===== config.mk =====
export PLATFORM = sky130hd
export DESIGN_NAME = mem_port_arbiter
export DESIGN_NICKNAME = d
export VERILOG_FILES = /design/src/rtl/mem_port_arbiter.sv
export SDC_FILE = /design/constraint.sdc
export NUM_CORES = 1
export LEC_CHECK = 0
export ABC_AREA = 1
export BUFFER_PORTS_ARGS = -buffer_cell sky130_fd_sc_hd__buf_2
export CELL_PAD_IN_SITES_DETAIL_PLACEMENT = 0
export CELL_PAD_IN_SITES_GLOBAL_PLACEMENT = 1
export CORE_MARGIN = 8
export CORE_UTILIZATION = 29
export CTS_CLUSTER_SIZE = 30
export DETAILED_ROUTE_END_ITERATION = 16
export GPL_TIMING_DRIVEN = 1
export PLACE_DENSITY = 0.82
export SLEW_MARGIN = 20
export SYNTH_ARGS = -nofsm -noshare
export SYNTH_HDL_FRONTEND = slang
export SYNTH_SLANG_ARGS = --single-unit
export TNS_END_PERCENT = 5

===== constraint.sdc =====
create_clock -name clk -period 3.2 [get_ports clk]
set_input_delay 0.48 -clock clk [delete_from_list [all_inputs] [get_ports clk]]
set_output_delay 0.48 -clock clk [all_outputs]
set_load 0.02 [all_outputs]

===== src/rtl/mem_port_arbiter.sv =====
// Two-port (fetch/data) arbiter in front of a single variable-latency memory port.
// Optional fetch starvation guard is compiled in with `define ARB_STARVE_GUARD_EN.
module mem_port_arbiter #(
    parameter int AW         = 32,
    parameter int DW         = 32,
    parameter int STARVE_MAX = 3
) (
    input  logic          clk,
    input  logic          rst,
    input  logic          if_req,
    input  logic [AW-1:0] if_addr,
    input  logic          dm_req,
    input  logic          dm_we,
    input  logic [AW-1:0] dm_addr,
    input  logic [DW-1:0] dm_wdata,
    output logic          if_done,
    output logic          dm_done,
    output logic          if_stall,
    output logic          dm_stall,
    output logic [DW-1:0] rdata,
    output logic          ram_en,
    output logic          ram_we,
    output logic [AW-1:0] ram_addr,
    output logic [DW-1:0] ram_wdata,
    input  logic [DW-1:0] ram_rdata,
    input  logic          ram_ack,
    output logic [1:0]    addr_sel
);

    typedef enum logic [1:0] {
        IDLE    = 2'd0,
        BUSY_IF = 2'd1,
        BUSY_DM = 2'd2
    } state_t;

    state_t state_r;
    logic   grant_if_s;
    logic   grant_dm_s;
    logic   fetch_first_s;

`ifdef ARB_STARVE_GUARD_EN
    localparam logic [3:0] STARVE_LIM = 4'(STARVE_MAX);
    logic [3:0] starve_cnt_r;

    assign fetch_first_s = (starve_cnt_r == STARVE_LIM);

    // Count data grants taken while fetch was waiting; a fetch grant clears it.
    always_ff @(posedge clk) begin
        if (rst) begin
            starve_cnt_r <= 4'd0;
        end else if (grant_if_s) begin
            starve_cnt_r <= 4'd0;
        end else if (grant_dm_s && if_req && (starve_cnt_r != STARVE_LIM)) begin
            starve_cnt_r <= starve_cnt_r + 4'd1;
        end else begin
            starve_cnt_r <= starve_cnt_r;
        end
    end
`else
    assign fetch_first_s = 1'b0;
`endif

    // Winner selection, only evaluated in IDLE: data first unless fetch is being starved.
    always_comb begin
        grant_if_s = 1'b0;
        grant_dm_s = 1'b0;
        if (state_r == IDLE) begin
            if (if_req && (fetch_first_s || !dm_req)) begin
                grant_if_s = 1'b1;
            end else if (dm_req) begin
                grant_dm_s = 1'b1;
            end else begin
                grant_if_s = 1'b0;
            end
        end else begin
            grant_dm_s = 1'b0;
        end
    end

    // Completion is the acknowledge itself, qualified by the owning busy state.
    assign if_done  = (state_r == BUSY_IF) && ram_ack;
    assign dm_done  = (state_r == BUSY_DM) && ram_ack;
    assign if_stall = if_req && !if_done;
    assign dm_stall = dm_req && !dm_done;
    assign rdata    = ram_rdata;

    // Main FSM with registered memory-side outputs held stable for the whole access.
    always_ff @(posedge clk) begin
        if (rst) begin
            state_r   <= IDLE;
            ram_en    <= 1'b0;
            ram_we    <= 1'b0;
            ram_addr  <= '0;
            ram_wdata <= '0;
            addr_sel  <= 2'b00;
        end else begin
            case (state_r)
                IDLE: begin
                    if (grant_dm_s) begin
                        state_r   <= BUSY_DM;
                        ram_en    <= 1'b1;
                        ram_we    <= dm_we;
                        ram_addr  <= dm_addr;
                        ram_wdata <= dm_wdata;
                        addr_sel  <= 2'b10;
                    end else if (grant_if_s) begin
                        state_r   <= BUSY_IF;
                        ram_en    <= 1'b1;
                        ram_we    <= 1'b0;
                        ram_addr  <= if_addr;
                        ram_wdata <= '0;
                        addr_sel  <= 2'b01;
                    end else begin
                        state_r   <= IDLE;
                        ram_en    <= 1'b0;
                        ram_we    <= 1'b0;
                        addr_sel  <= 2'b00;
                    end
                end
                BUSY_IF, BUSY_DM: begin
                    if (ram_ack) begin
                        state_r  <= IDLE;
                        ram_en   <= 1'b0;
                        ram_we   <= 1'b0;
                        addr_sel <= 2'b00;
                    end else begin
                        state_r  <= state_r;
                    end
                end
                default: begin
                    state_r  <= IDLE;
                    ram_en   <= 1'b0;
                    ram_we   <= 1'b0;
                    addr_sel <= 2'b00;
                end
            endcase
        end
    end

endmodule

==> results.sh <==
export IMPL_status="finished clean"
export IMPL_drt_iter0_drc=169
export IMPL_hold_depth=3
export IMPL_hp_start="dm_wdata[5]"
export IMPL_wl_per_cell_um=14.9
export IMPL_num_vias=3395
export IMPL_powerDensity_nw_per_um2=608
export IMPL_ys_seq_area_frac=0.413
export IMPL_drt_first_pass_iters=4
export IMPL_drv_slew=0
export IMPL_fin_nets=718
export IMPL_setup_viol=0
export IMPL_path_class="reg2reg"
export IMPL_grt_max_degree=56
export IMPL_synth_area_sq_um=3300
export IMPL_slew_headroom=0.288
export IMPL_path_cells="inv_1 -> ha_1 -> nand2_8 -> nand2_2 -> nand2_1 -> a21oi_1"
export IMPL_yosys_area_top_type="dfxtp_1"
export IMPL_synthTopCellsByCount="nand2_1 (134), nand3_1 (97), dfxtp_1 (68), a21oi_1 (66), buf_4 (44)"
export IMPL_holdWs_ns=0.402
export IMPL_final_area_sq_um=4220
export IMPL_period_share=0.655
export IMPL_fmax_mhz=477
export IMPL_cp_start_kind="register"
export IMPL_grt_pass1_vias=3421
export IMPL_worstPathRequired_ns=3.44
export IMPL_grt_usage=0.140
export IMPL_antenna_left=0
export IMPL_grt_pass1_wl_um=16700
export IMPL_start_util=0.292
export IMPL_hold_buffers=0
export IMPL_io_pins=238
export IMPL_leakage_nw=2.15
export IMPL_antenna_found_initial=0
export IMPL_io_buffers=173
export IMPL_htree_levels=3
export IMPL_gp_congestion=0.748
export IMPL_core_area_sq_um=11300
export IMPL_ys_warn_count=0
export IMPL_stdcell_count=729
export IMPL_place_area_sq_um=3920
export IMPL_dp_hpwl_um=7930
export IMPL_setup_slack_ns=1.10
export IMPL_cp_max_fo=35
export IMPL_n_fill_cell=1236
export IMPL_synth_ff_type="dfxtp_1"
export IMPL_reg2regPathDepth=6
export IMPL_synth_top_area_frac=0.413
export IMPL_path_clk_slew_ns=0.06
export IMPL_hp_class="in2reg"
export IMPL_drv_cap=0
export IMPL_setup_tns_ns=0
export IMPL_postCtsResizedCells=0
export IMPL_cts_path_max_buffers=2
export IMPL_drc=0
export IMPL_post_cts_buffers=0
export IMPL_hold_viol=0
export IMPL_tightest_slew_ns=1.07
export IMPL_yosysUniqueCellTypes=15
export IMPL_r2r_start="state_r[0]"
export IMPL_grt_overflow=0
export IMPL_drt_total_wl_um=10800
export IMPL_synth_edf_count=0
export IMPL_dieArea_sq_um=15000
export IMPL_cts_tree="done"
export IMPL_synth_cells=460
export IMPL_detail_route_vias_per_cell=4.66
export IMPL_rows=39
export IMPL_period_needed_ns=2.10
export IMPL_clkSinkCount=68
export IMPL_drive_above_1_share=0.338
export IMPL_peakVddDrop_v=0.000333
export IMPL_max_stage_delay_ns=0.57
export IMPL_ys_ff_latch=68
export IMPL_synth_area_leaders="dfxtp_1 (41%), nand2_1 (15%), nand3_1 (15%)"
export IMPL_cp_arrival_ns=2.34
export IMPL_fin_skew_ns=0.00526
export IMPL_r2r_slack_ns=1.10
export IMPL_yosysMostFrequentCell="nand2_1"
export IMPL_min_to="ram_wdata[5]"
export IMPL_reg2reg_to="ram_addr[14]"
export IMPL_avgSynthCellArea_sq_um=7.16
export IMPL_cts_buffers=9
export IMPL_syn_nets=597
export IMPL_place_inst=713
export IMPL_pre_cts_slack_ns=1.06
export IMPL_rsz0062_at_grt="no"
export IMPL_dieWidth_um=123
export IMPL_syn_to_final_growth_pct=27.9
export IMPL_endpoint_kind="register"
export IMPL_die_height_um=123
export IMPL_synthArstFlopShare=0
export IMPL_diodes=0
export IMPL_insertion_delay_ns=0.33
export IMPL_clockRootBuffer="clkbuf_16"
export IMPL_cp_slowest_cell="nand2_2"
[cells in the final DEF, fill, tap and decap left out]
cell type  instances
buf_2            173
nand2_1          134
nand3_1           97
dfxtp_1           68
a21oi_1           66
inv_1              9
clkbuf_16          9
nor2_1             7
buf_4              7
ha_1               3
nand2_2            2
o21ai_0            2
clkbuf_1           2
clkinv_2           2
nand2_8            1
inv_2              1
clkinv_4           1
bufinv_16          1
clkbuf_8           1
[cell families after synthesis]
| group | count (synthesis) | share of synthesized area |
|---|---|---|
| AO/OA/AOI/OAI | 68 | 0.103 |
| buffers and inverters | 80 | 0.155 |
| flip-flops | 68 | 0.413 |
| AND/OR/NAND/NOR | 241 | 0.318 |
| adder cells (fa/ha/maj) | 3 | 0.0114 |
[how the worst max path moves through the flow]
stage	from	slack, ns	to	cells past startpoint
2_1_floorplan	state_r[0]	1.52	dm_stall	5
3_3_place_gp	state_r[0]	1.12	ram_addr[4]	6
3_5_place_dp	state_r[0]	1.06	ram_addr[30]	6
4_1_cts	state_r[0]	1.06	ram_addr[14]	6
5_1_grt	state_r[0]	0.88	ram_addr[10]	6
6_report	state_r[0]	1.10	ram_addr[14]	6
[layout make-up]
cell class              instances  area, sq um  area share
clock buffers                  12          246      0.0585
flip-flops and latches         68         1360       0.323
well taps                     143          179      0.0424
inverters                      10         37.5     0.00890
clock inverters                 4         48.8      0.0116
multi-input cells             312         1430       0.338
repair buffers                180          918       0.218
[critical path: cells and delay by family, from the launching register on]
kind / cells / cell delay [ns]
AO/OA/AOI/OAI: 1 / 0.15
flip-flops: 1 / 0.34
adder cells (fa/ha/maj): 1 / 0.50
AND/OR/NAND/NOR: 3 / 0.92
buffers and inverters: 1 / 0.09
[per-layer routing]
layer  share of wire  up-vias  wire length (um)  global-route usage
met2            0.50      114              5390               0.237
met5               0        -                 0                   0
met3           0.077       13               839              0.0483
li1                -     1721                 -                   -
met1            0.41     1547              4470               0.159
met4           0.012        0               131              0.0526
[sequential cells by signal (all words and copies together) (netlist names)]
register   cells
ram_addr      32
ram_en         1
ram_wdata     32
ram_we         1
state_r        2
[report_power, final]
part / leakage, nW / internal, W / switching [W]
logic: 1.45 / 0.000205 / 0.000409
clock network: 0.147 / 0.000623 / 0.000359
registers: 0.559 / 0.000927 / 0.0000419
total: 2.15 / 0.00176 / 0.000810
[per-stage QoR]
stage	utilization	power [W]
6_report	0.374	0.00257
5_1_grt	0.374	0.00271
4_1_cts	0.374	0.00261
3_5_place_dp	0.348	0.00161
3_3_place_gp	0.348	0.00160
2_1_floorplan	-	0.00147
Power figures use the tool's default switching activity.
